[src/rtl/prog_sequence_counter.sv]
// prog_sequence_counter
//   Programmable sequence generator. A DEPTH x WIDTH table holds the sequence
//   values. An index register walks the table forwards or backwards, modulo a
//   loadable last index. All state changes on the falling clock edge.
//
// Ports
//   clock    : in  1     single clock, active on the falling edge
//   reset    : in  1     asynchronous active-high reset
//   en       : in  1     step the index by one at this edge
//   dir      : in  1     0 = forward (increment), 1 = reverse (decrement)
//   wr_en    : in  1     write wr_data into table[wr_addr]
//   wr_addr  : in  AW    table entry to write (>= DEPTH ignored)
//   wr_data  : in  WIDTH value to write
//   len_we   : in  1     load last index (clamped to DEPTH-1), restart at 0
//   len_data : in  AW    new last index (sequence length minus 1)
//   OUTPUT   : out WIDTH registered table[index]
//   index    : out AW    registered current table index
//   wrap     : out 1     registered one-cycle pulse after a wrapping step
module prog_sequence_counter #(
  parameter int WIDTH = 3,
  parameter int DEPTH = 8,
  parameter int AW    = 3
) (
  input  logic             clock,
  input  logic             reset,
  input  logic             en,
  input  logic             dir,
  input  logic             wr_en,
  input  logic [AW-1:0]    wr_addr,
  input  logic [WIDTH-1:0] wr_data,
  input  logic             len_we,
  input  logic [AW-1:0]    len_data,
  output logic [WIDTH-1:0] OUTPUT,
  output logic [AW-1:0]    index,
  output logic             wrap
);

  localparam logic [AW-1:0] LAST_MAX = AW'(DEPTH - 1);

  logic [WIDTH-1:0] r_table [DEPTH];
  logic [AW-1:0]    r_last;
  logic [AW-1:0]    r_idx;
  logic [WIDTH-1:0] r_out;
  logic             r_wrap;

  logic             w_addr_ok;
  logic [AW-1:0]    w_len_clamp;
  logic [AW-1:0]    w_idx_nxt;
  logic             w_wrap_nxt;
  logic [WIDTH-1:0] w_out_nxt;

  always_comb begin
    w_addr_ok   = (32'(wr_addr) < 32'(DEPTH));
    w_len_clamp = (32'(len_data) > 32'(DEPTH - 1)) ? LAST_MAX : len_data;

    w_idx_nxt  = r_idx;
    w_wrap_nxt = 1'b0;
    if (len_we) begin
      // Length load restarts the sequence and swallows any step this edge.
      w_idx_nxt = '0;
    end else if (en) begin
      if (!dir) begin
        if (r_idx == r_last) begin
          w_idx_nxt  = '0;
          w_wrap_nxt = 1'b1;
        end else begin
          w_idx_nxt = r_idx + 1'b1;
        end
      end else begin
        if (r_idx == '0) begin
          w_idx_nxt  = r_last;
          w_wrap_nxt = 1'b1;
        end else begin
          w_idx_nxt = r_idx - 1'b1;
        end
      end
    end

    // Write-through: a write landing on the entry being selected this edge
    // must appear on OUTPUT now, not one step later.
    if (wr_en && w_addr_ok && (wr_addr == w_idx_nxt)) begin
      w_out_nxt = wr_data;
    end else begin
      w_out_nxt = r_table[w_idx_nxt];
    end
  end

  always_ff @(negedge clock or posedge reset) begin
    if (reset) begin
      for (int unsigned i = 0; i < DEPTH; i++) begin
        r_table[i] <= WIDTH'(i);
      end
      r_last <= LAST_MAX;
      r_idx  <= '0;
      r_out  <= '0;
      r_wrap <= 1'b0;
    end else begin
      if (wr_en && w_addr_ok) begin
        r_table[wr_addr] <= wr_data;
      end
      if (len_we) begin
        r_last <= w_len_clamp;
      end
      r_idx  <= w_idx_nxt;
      r_out  <= w_out_nxt;
      r_wrap <= w_wrap_nxt;
    end
  end

  assign OUTPUT = r_out;
  assign index  = r_idx;
  assign wrap   = r_wrap;

endmodule

[config.mk]
export PLATFORM = sky130hd
export DESIGN_NAME = prog_sequence_counter
export DESIGN_NICKNAME = d
export VERILOG_FILES = /design/src/rtl/prog_sequence_counter.sv
export SDC_FILE = /design/constraint.sdc
export NUM_CORES = 1
export LEC_CHECK = 0
export CELL_PAD_IN_SITES_DETAIL_PLACEMENT = 1
export CELL_PAD_IN_SITES_GLOBAL_PLACEMENT = 1
export CORE_MARGIN = 3
export CORE_UTILIZATION = 45
export DETAILED_ROUTE_END_ITERATION = 8
export PLACE_DENSITY = 0.89
export SLEW_MARGIN = 20
export SYNTH_ARGS = -nofsm -noshare
export SYNTH_HDL_FRONTEND = slang
export SYNTH_SLANG_ARGS = --single-unit
[constraint.sdc]
create_clock -name clock -period 3.4 [get_ports clock]
set_clock_uncertainty 0.15 [all_clocks]
set_input_delay 0.68 -clock clock [delete_from_list [all_inputs] [get_ports clock]]
set_output_delay 0.68 -clock clock [all_outputs]
set_load 0.01 [all_outputs]
Word-level counts from Yosys, hierarchy flattened --
Index checks and enable logic that the tools add are counted.
Operators by class: add/subtract/negate cells 2, $lt $le $gt $ge 3, eq/ne operators 2, muxes and demuxes 17, bitwise operators 2, reduce and logical (&&, ||, !) cells 3
Operators by type and width (count):
- $mux 3 | 9
- $bwmux 24 | 1
- $bmux 3 s3 | 1
- $demux 3 s3 | 1
- $ge 4x4->1 const B | 2
- $not 3->4 | 2
- $eq 3x3->1 | 2
- $mux 1 | 5
- $lt 4x1->1 const B | 1
- $add 3x1->3 const B | 1
- $logic_not 3->1 | 1
- $sub 3x1->3 const B | 1
- $logic_and 1x1->1 | 2
Word-level totals: register bits after elaboration 34, bits of input ports 15, output and inout bits 7, word-level logic and storage cells 41

Longest topological paths before layout --
Gate-level depths: netlist of the first run.
depth after elaboration 10, gate-level depth with buffers 8, gate-level depth less buffers 8

==> results.py, run 1 <==
metrics = {
    "die": {
        "core.rowCount": 23,
        "dieHeight_um": 71.2,
        "core-area_um2": 4060,
        "io-pin-count": 22,
        "dieArea_um2": 5070,
        "initial_core_util": 0.471,
        "die-width_um": 71.2,
    },
    "worst_hold_path": {
        "hp-class": "reg -> reg",
    },
    "sta": {
        "rsz0062_at_grt": "yes",
        "layout_setup_ws_ps": -597,
        "hold_violations": 0,
        "tns_ps": -1730,
        "tightest_slew_ps": 510,
        "finalSetupViolations": 6,
        "max-slew-margin-rel": 0.659,
        "slew_violations": 0,
        "fin_worst_hold_slack_ps": 341,
    },
    "routing": {
        "routed_via_density": 6.12,
        "ant_nets": 0,
        "first_pass_iters": 4,
        "wl_per_cell_um": 26.6,
        "drt-initial-drc-count": 211,
        "wirelength_um": 7550,
        "vias": 1737,
        "drc": 0,
    },
    "global_routing": {
        "grt_max_degree": 35,
        "antenna_found_initial": 0,
        "gr-total-overflow": 0,
        "grt_pass1_vias": 1856,
        "grt_pass1_wl_um": 10200,
        "grt_usage": 0.267,
    },
    "critical_path": {
        "arrival_ps": 2430,
        "critPathKind": "in -> reg",
        "critPathLaunchType": "primary input",
        "end_kind": "flip-flop",
        "critPathMaxFanout": 5,
        "required_ps": 1840,
    },
    "logic_synthesis": {
        "synthTopCellsByCount": "34 x mux2_2, 19 x dfrtn_1, 15 x dfstp_2",
        "yosys.area.top_type_share": 0.249,
        "ys_warn_count": 0,
        "synth_top_flop_cell": "dfrtn_1",
        "yosysTopAreaCell": "dfrtn_1",
        "synth_area_um2": 1910,
        "yosysMostFrequentCell": "mux2_2",
        "yosysSeqAreaShare": 0.455,
        "ys_types": 42,
        "postSynthCellCount": 153,
        "synth.area.top_cells": "dfrtn_1 25%, dfstp_2 21%, mux2_2 20%, mux2i_1 4.7%, ha_1 2.0%",
        "synth.avg_cell_area_um2": 12.5,
        "ys_ff_latch": 34,
        "synth_edf_count": 0,
        "syn_nets": 171,
        "synthArstFlopShare": 1.00,
    },
    "cts": {
        "cts_root_buf": "clkbuf_8",
        "clock-sinks": 34,
        "clk_latency_ps": 380,
        "htreeDepth": 2,
        "cts_buffer_depth": 2,
        "hold_buffers": 0,
        "clk_pin_slew_ps": 50,
        "cts_tree": "done",
        "cts_inserted_buffers": 5,
    },
    "placement": {
        "place_congestion": 0.837,
        "dp_cells": 249,
        "post-dp-hpwl_um": 4100,
        "dpl-instance-area_um2": 2470,
        "io_buffer_count": 21,
    },
    "power": {
        "p_leak_nw": 1.30,
        "peakVddDrop_uv": 350,
        "total_power_mw": 1.54,
        "p_per_area_nw_per_um2": 536,
    },
    "run_status": {
        "failed_checks": "setup timing",
        "status": "finished, violations left",
    },
    "finish": {
        "nets": 252,
        "stdcell_count": 284,
        "layout-drive-gt1-share": 0.632,
        "num-fill-cells": 401,
        "syn_to_final_growth_pct": 49.8,
        "fin_area_um2": 2860,
        "antenna_cells": 0,
    },
    "flow_run": {
        "cap_viol_max_count": 0,
    },
}
[layer usage]
layer / vias to the layer above / global-route usage / share of wire
li1: 741 / - / -
met1: 905 / 0.348 / 0.42
met2: 72 / 0.443 / 0.50
met3: 19 / 0.0540 / 0.053
met4: 0 / 0.0877 / 0.026
met5: - / 0 / 0
[critical path, stage by stage]
cell and delay, ps:
buf_8 90, nand3b_1 200, a311o_1 370, buf_4 160, a21oi_1 150, and3b_2 290
o211a_4 180, o31ai_2 320
[logic make-up (layout without fill, tap and decap cells)]
kind of cell	Yosys count	count (layout)	share of synthesized area
multiplexers	43	43	0.247
AO/OA/AOI/OAI	29	29	0.128
flip-flops	34	34	0.455
adder cells (fa/ha/maj)	3	3	0.0196
XOR/XNOR	4	4	0.0223
buffers and inverters	12	93	0.0268
AND/OR/NAND/NOR	28	28	0.101
[registers in the layout, summed over array words and instances, names as in the netlist]
signal and cells:
OUTPUT 3, index 3, r_last 3, r_table 24, wrap 1
[what timing repair did]
item                                   4_1_cts  5_1_grt
setup endpoints to repair                   38       20
resized for setup                           80       23
buffers inserted                            10        6
endpoints found under the hold margin        0        0
pin swaps                                   14       11
[report_power, final]
part | switching [mW] | internal, mW | leakage, nW
clock network | 0.220 | 0.163 | 0.117
registers | 0.0681 | 0.523 | 0.390
logic | 0.279 | 0.284 | 0.789
total | 0.567 | 0.970 | 1.30
[per-stage QoR]
stage	setup WS (ps)	utilization
2_1_floorplan	-634	-
3_3_place_gp	-1230	0.608
3_5_place_dp	-1320	0.608
4_1_cts	-522	0.675
5_1_grt	-623	0.706
6_report	-597	0.706
[worst paths after layout]
kind	startpoint	endpoint	slack [ps]	cells past startpoint
max	dir	OUTPUT[2]	-600	8
min	r_table[22]	r_table[22]	340	1
max reg2reg	index[0]	OUTPUT[2]	420	11
min reg2reg	r_table[22]	r_table[22]	340	1
max in group asynchronous	reset	r_table[4]	580	3
min in group asynchronous	reset	r_table[14]	2200	3
[placed cells by master (no fill, tap or decap), types with 2 or more instances in the layout]
cell / n
xor2_1: 2
mux2_2: 29
o31ai_2: 3
a21oi_1: 3
clkdlybuf4s50_1: 6
nor3_4: 3
buf_4: 35
buf_6: 8
nand3_1: 2
nand4b_1: 3
o2111ai_1: 2
mux2_4: 5
clkbuf_2: 2
ha_1: 3
nor3_1: 2
a32o_2: 2
a21o_1: 2
clkbuf_8: 5
nor3b_4: 3
buf_8: 2
dfrtn_1: 19
dfstp_2: 15
inv_1: 20
buf_2: 8
o22ai_2: 3
mux2i_1: 7
[layout make-up]
cell class	count	area, um2	share of cell area
inverters	6	25.0	0.00874
well taps	50	62.6	0.0218
repair buffers	65	544	0.190
multi-input cells	107	1230	0.429
clock inverters	16	61.3	0.0214
flip-flops and latches	34	870	0.304
clock buffers	6	72.6	0.0253
(Power assumes the default switching activity.)
==> inputs of run 2 (changes only) <==
--- a/config.mk
+++ b/config.mk
@@ -8,9 +8,9 @@
 export CELL_PAD_IN_SITES_DETAIL_PLACEMENT = 1
 export CELL_PAD_IN_SITES_GLOBAL_PLACEMENT = 1
 export CORE_MARGIN = 3
-export CORE_UTILIZATION = 45
+export CORE_UTILIZATION = 48
 export DETAILED_ROUTE_END_ITERATION = 8
-export PLACE_DENSITY = 0.89
+export PLACE_DENSITY = 0.93
 export SLEW_MARGIN = 20
 export SYNTH_ARGS = -nofsm -noshare
 export SYNTH_HDL_FRONTEND = slang
==> constraint.sdc (replaced) <==
create_clock -name clock -period 4.8 [get_ports clock]
set_clock_uncertainty 0.15 [all_clocks]
set_input_delay 0.96 -clock clock [delete_from_list [all_inputs] [get_ports clock]]
set_output_delay 0.96 -clock clock [all_outputs]
set_load 0.01 [all_outputs]
==> results.py, run 2 <==
metrics = {
    "logic_synthesis": {
        "synthTopCellsByCount": "34 x mux2_2, 19 x dfrtn_1, 15 x dfstp_2",
        "postSynthCellCount": 153,
        "synth.avg_cell_area_um2": 12.5,
        "synth_area_um2": 1910,
        "yosysMostFrequentCell": "mux2_2",
        "ys_warn_count": 0,
        "yosysTopAreaCell": "dfrtn_1",
        "yosysSeqAreaShare": 0.455,
        "synth_edf_count": 0,
        "synth.area.top_cells": "dfrtn_1 25%, dfstp_2 21%, mux2_2 20%, mux2i_1 4.7%, ha_1 2.0%",
        "ys_types": 42,
        "synthArstFlopShare": 1.00,
        "ys_ff_latch": 34,
        "synth_top_flop_cell": "dfrtn_1",
        "syn_nets": 171,
        "yosys.area.top_type_share": 0.249,
    },
    "placement": {
        "post-dp-hpwl_um": 4500,
        "place_congestion": 0.908,
        "dpl-instance-area_um2": 2420,
        "io_buffer_count": 21,
    },
    "die": {
        "die-width_um": 69.1,
        "dieHeight_um": 69.1,
        "io-pin-count": 22,
        "core.rowCount": 22,
        "initial_core_util": 0.511,
    },
    "run_status": {
        "error_line": "[ERROR DPL-0033] detailed placement checks failed during check placement.",
        "status": "did not finish",
        "lastStage": "5_1_grt",
    },
    "sta": {
        "endpoint_type": "register data pin",
        "worstEndpointGrtRepair": "OUTPUT[1]$_DFF_NP0_/D",
    },
    "cts": {
        "cts_root_buf": "clkbuf_8",
        "cts_inserted_buffers": 5,
        "clock-sinks": 34,
        "htreeDepth": 2,
        "cts_buffer_depth": 2,
        "hold_buffers": 0,
    },
    "global_routing": {
        "grt_max_degree": 35,
        "antenna_found_initial": 0,
    },
}
==> run 2: timing repair <==
action / 4_1_cts
pin swaps: 15
setup buffers: 9
resized for setup: 52
endpoints found under the setup margin: 6
==> run 2: per-stage QoR <==
| stage | std cells | setup slack, ps | hold WS [ps] |
|---|---|---|---|
| floorplan | 153 | -214 | 284 |
| global placement | 249 | -807 | 298 |
| detailed placement | 249 | -902 | 313 |
| CTS | 280 | -67.1 | 311 |
==> run 2: kinds of logic after synthesis <==
group	synth area share
multiplexers	0.247
XOR/XNOR	0.0223
AO/OA/AOI/OAI	0.128
flip-flops	0.455
buffers and inverters	0.0268
adder cells (fa/ha/maj)	0.0196
AND/OR/NAND/NOR	0.101
==> inputs of run 3 (changes only) <==
==> config.mk (replaced) <==
export PLATFORM = sky130hd
export DESIGN_NAME = prog_sequence_counter
export DESIGN_NICKNAME = d
export VERILOG_FILES = /design/src/rtl/prog_sequence_counter.sv
export SDC_FILE = /design/constraint.sdc
export NUM_CORES = 1
export LEC_CHECK = 0
export CORE_MARGIN = 3
export CORE_UTILIZATION = 40
export DETAILED_ROUTE_END_ITERATION = 8
export PLACE_DENSITY_LB_ADDON = 0.15
export SLEW_MARGIN = 20
export SYNTH_ARGS = -nofsm -noshare
export SYNTH_HDL_FRONTEND = slang
export SYNTH_SLANG_ARGS = --single-unit
==> results.py, run 3 (synthesized netlist as in run 1, its figures left out) <==
metrics = {
    "power": {
        "p_leak_nw": 1.27,
        "p_per_area_nw_per_um2": 396,
        "peakVddDrop_uv": 242,
    },
    "die": {
        "core.rowCount": 24,
        "die-width_um": 75.1,
        "dieArea_um2": 5650,
        "io-pin-count": 22,
        "initial_core_util": 0.427,
        "dieHeight_um": 75.1,
        "core-area_um2": 4470,
    },
    "routing": {
        "drt-initial-drc-count": 93,
        "wirelength_um": 4720,
        "vias": 1556,
        "ant_nets": 0,
        "wl_per_cell_um": 16.7,
        "first_pass_iters": 4,
        "routed_via_density": 5.50,
        "drc": 0,
    },
    "finish": {
        "regArea_um2": 870,
        "top_register": "r_table",
        "nets": 248,
        "fin_area_um2": 2770,
        "layout_common_cells": "38 x buf_4, 30 x mux2_2, 20 x inv_1, 19 x dfrtn_1",
        "largest_reg_flops": 24,
        "syn_to_final_growth_pct": 45.0,
        "num-fill-cells": 350,
        "antenna_cells": 0,
        "layout-drive-gt1-share": 0.532,
        "multi_input_area_um2": 1100,
        "final_common_cell": "buf_4",
        "fin_util": 0.619,
    },
    "global_routing": {
        "grt.busiest_layer": "met2",
        "grt_use_met2": 0.299,
        "gr-total-overflow": 0,
        "antenna_found_initial": 0,
        "use_met1": 0.233,
        "use_met3": 0.0574,
        "grt_pass1_vias": 1584,
        "grt_usage": 0.181,
        "grt_max_degree": 35,
        "grt_pass1_wl_um": 7660,
    },
    "critical_path": {
        "slowest_stage": "or4_4",
        "critPathKind": "in -> reg",
        "crit_path_max_incr_delay_ps": 510,
        "arrival_ps": 2370,
        "crit_buf_inv": 3,
        "r2r-start": "index[0]",
        "end_kind": "flip-flop",
        "r2r_cells": 9,
        "critPathMaxFanout": 6,
        "worstReg2RegEnd": "OUTPUT[0]",
        "crit_chain": "buf_8 -> buf_6 -> nor4_4 -> buf_4 -> a21o_1 -> or4_4 -> o22ai_2 -> o31ai_2",
        "required_ps": 2400,
        "critPathLaunchType": "primary input",
        "regToRegSetupSlack_ps": 2210,
        "critical-path-top-delay-family": "simple AND/OR/NAND/NOR gates",
    },
    "placement": {
        "pre_cts_slack_ps": -864,
        "io_buffer_count": 21,
        "post-dp-hpwl_um": 3460,
        "place_congestion": 0.899,
        "dpl-instance-area_um2": 2450,
    },
    "sta": {
        "max-slew-margin-rel": 0.680,
        "tightest_slew_ps": 478,
        "finalSetupViolations": 0,
        "tns_ps": 0,
        "hold_violations": 0,
        "slew_violations": 0,
        "rsz0062_at_grt": "yes",
        "layout_setup_ws_ps": 25.2,
    },
    "cts": {
        "cts_root_buf": "clkbuf_8",
        "hold_buffers": 0,
        "clk_latency_ps": 360,
        "clk_pin_slew_ps": 60,
        "cts_tree": "done",
        "htreeDepth": 2,
        "cts_buffer_depth": 2,
        "clock-sinks": 34,
        "cts_inserted_buffers": 5,
    },
    "flow_run": {
        "cap_viol_max_count": 0,
    },
    "worst_hold_path": {
        "min_from": "r_table[3]",
        "hp-class": "reg -> reg",
        "holdPathStages": 1,
        "hold_path_end": "r_table[3]",
    },
    "run_status": {
        "status": "finished clean",
    },
}
==> run 3: what timing repair did <==
item                                    4_1_cts  5_1_grt
hold endpoints to repair                      0        0
pin swaps                                    11        2
buffers inserted                              4        0
gates resized for setup                      34        7
endpoints found under the setup margin        6        5
==> run 3: per-stage QoR <==
step	power (mW)	cells	hold slack (ps)
floorplan	0.601	153	284
global placement	0.722	257	299
detailed placement	0.732	257	311
CTS	1.09	283	303
global route	1.16	283	313
finish	1.10	283	301
==> run 3: how the worst max path moves through the flow <==
stage / startpoint / endpoint / slack (ps) / cells after the start
after global placement: en / OUTPUT[1] / -840 / 7
after CTS: dir / OUTPUT[1] / -5 / 7
after detailed placement: en / OUTPUT[1] / -860 / 7
final: dir / OUTPUT[1] / 30 / 8
after floorplan: en / OUTPUT[0] / -210 / 7
after global routing: dir / OUTPUT[1] / -30 / 8
==> run 3: routing by layer <==
layer / up-vias / share of wire / wire [um]
li1: 736 / - / -
met1: 772 / 0.45 / 2140
met2: 40 / 0.49 / 2330
met3: 8 / 0.039 / 185
met4: 0 / 0.013 / 63
met5: - / 0 / 0
==> run 3: final cells by class <==
| cell class | count | area share |
|---|---|---|
| clock buffer | 6 | 0.0339 |
| timing repair buffer | 61 | 0.190 |
| multi-input combinational | 107 | 0.396 |
| inverter | 6 | 0.00903 |
| sequential | 34 | 0.314 |
| clock inverter | 17 | 0.0343 |
| tap | 52 | 0.0235 |
==> run 3: power by group <==
part | total (mW) | switching (mW) | internal, mW
Clock | 0.353 | 0.149 | 0.205
Combinational | 0.339 | 0.148 | 0.191
Sequential | 0.405 | 0.0351 | 0.370
Total | 1.10 | 0.331 | 0.766
==> run 3: worst reg2reg max path: stages (launching register included) <==
cell,delay [ps]
dfrtn_1,410
buf_4,160
inv_1,80
ha_1,240
mux2i_1,130
a2111o_1,480
a221oi_4,330
xnor2_2,180
o211a_4,200
o31ai_1,70
==> inputs of run 4 (changes only) <==
--- a/config.mk
+++ b/config.mk
@@ -5,9 +5,11 @@
 export SDC_FILE = /design/constraint.sdc
 export NUM_CORES = 1
 export LEC_CHECK = 0
+export CAP_MARGIN = 10
 export CORE_MARGIN = 3
-export CORE_UTILIZATION = 40
+export CORE_UTILIZATION = 35
 export DETAILED_ROUTE_END_ITERATION = 8
+export MAX_ROUTING_LAYER = met4
 export PLACE_DENSITY_LB_ADDON = 0.15
 export SLEW_MARGIN = 20
 export SYNTH_ARGS = -nofsm -noshare
==> results.py, run 4 (synthesized netlist as in run 1, its figures left out) <==
metrics = {
    "die": {
        "core-area_um2": 5200,
        "core.rowCount": 26,
        "dieHeight_um": 79.9,
        "dieArea_um2": 6380,
        "io-pin-count": 22,
        "initial_core_util": 0.367,
        "die-width_um": 79.9,
    },
    "sta": {
        "tightest_slew_ps": 492,
        "rsz0062_at_grt": "yes",
        "slew_violations": 0,
        "max-slew-margin-rel": 0.671,
        "hold_violations": 0,
        "layout_setup_ws_ps": -48.5,
        "fin_worst_hold_slack_ps": 302,
        "tns_ps": -98.3,
        "finalSetupViolations": 3,
    },
    "cts": {
        "cts_root_buf": "clkbuf_8",
        "htreeDepth": 2,
        "clk_pin_slew_ps": 50,
        "clock-sinks": 34,
        "hold_buffers": 0,
        "cts_tree": "done",
        "cts_inserted_buffers": 5,
        "clk_latency_ps": 340,
        "cts_buffer_depth": 2,
    },
    "finish": {
        "top_register": "r_table",
        "antenna_cells": 0,
        "final_common_cell": "buf_4",
        "syn_to_final_growth_pct": 46.1,
        "layout_common_cells": "37 x buf_4, 30 x mux2_2, 20 x inv_1, 19 x dfrtn_1, 16 x clkdlybuf4s50_1",
        "fin_area_um2": 2790,
        "largest_reg_flops": 24,
        "num-fill-cells": 456,
        "layout-drive-gt1-share": 0.543,
        "nets": 249,
    },
    "routing": {
        "ant_nets": 0,
        "vias": 1544,
        "first_pass_iters": 4,
        "routed_via_density": 5.11,
        "drt-initial-drc-count": 89,
        "wl_per_cell_um": 15.7,
        "wirelength_um": 4740,
        "drc": 0,
    },
    "global_routing": {
        "grt_max_degree": 35,
        "grt_pass1_vias": 1605,
        "grt_usage": 0.165,
        "antenna_found_initial": 0,
        "grt_pass1_wl_um": 7840,
        "gr-total-overflow": 0,
    },
    "power": {
        "p_int_mw": 0.710,
        "pwr-share-comb": 0.344,
        "p_per_area_nw_per_um2": 372,
        "p_leak_nw": 1.26,
        "peakVddDrop_uv": 207,
        "netSwitchingFraction": 0.316,
        "share_seq_of_total_power": 0.392,
        "p_clk_frac": 0.264,
        "total_power_mw": 1.04,
        "power_switching_mw": 0.329,
    },
    "flow_run": {
        "cap_viol_max_count": 0,
    },
    "placement": {
        "place_congestion": 0.843,
        "dpl-instance-area_um2": 2500,
        "io_buffer_count": 21,
        "post-dp-hpwl_um": 3590,
        "pre_cts_slack_ps": -871,
    },
    "worst_hold_path": {
        "hp-class": "reg -> reg",
    },
    "critical_path": {
        "critPathLaunchType": "primary input",
        "required_ps": 2380,
        "arrival_ps": 2430,
        "end_kind": "flip-flop",
        "critPathMaxFanout": 8,
        "critPathKind": "in -> reg",
    },
    "run_status": {
        "failed_checks": "setup timing",
        "status": "finished, violations left",
    },
}
-- run 4: timing repair --
action / CTS / global route
setup buffers: 3 / 1
gates resized for setup: 36 / 9
pin swaps: 9 / 3
endpoints found under the setup margin: 5 / 5
-- run 4: through the flow --
stage          utilization  std cells
2_1_floorplan            -        153
3_3_place_gp         0.480        276
3_5_place_dp         0.480        276
4_1_cts              0.530        301
5_1_grt              0.537        302
6_report             0.537        302
-- run 4: layer usage --
layer	vias up	track usage	share of wire
met5	-	-	0
met4	0	0.0507	0.014
met3	6	0.0339	0.034
met2	25	0.271	0.50
met1	774	0.205	0.46
li1	739	-	-
-- run 4: path summary, 6_finish.rpt --
path,from,to,slack [ps],cells past startpoint
setup reg to reg,index[0],OUTPUT[0],2130,9
hold reg to reg,r_table[14],r_table[14],300,1
min in group asynchronous,reset,index[1],3150,3
max in group asynchronous,reset,r_table[16],1030,3
hold / removal,r_table[14],r_table[14],300,1
setup / recovery,en,OUTPUT[2],-50,8
-- run 4: power groups by stage --
| stage | sequential [mW] | clock [mW] | combinational, mW |
|---|---|---|---|
| floorplan | 0.405 | 0.0204 | 0.176 |
| finish | 0.407 | 0.275 | 0.357 |
| CTS | 0.407 | 0.281 | 0.350 |
| detailed placement | 0.405 | 0.0204 | 0.313 |
| global placement | 0.401 | 0.0204 | 0.307 |
| global route | 0.414 | 0.307 | 0.383 |
-- run 4: critical path, cell delays in order --
cell and delay (ps):
buf_6 110, mux2i_2 160, a311o_1 380, nand2_4 190
buf_12 140, mux2i_2 240, a32o_1 160, o31ai_1 80
-- run 4: cell type report --
cell class | instances | area, um2 | share of cell area
tap | 70 | 87.6 | 0.0314
multi-input combinational | 107 | 1100 | 0.395
timing repair buffer | 62 | 557 | 0.199
sequential | 34 | 870 | 0.311
clock inverter | 16 | 65.1 | 0.0233
inverter | 6 | 25.0 | 0.00896
clock buffer | 7 | 86.3 | 0.0309
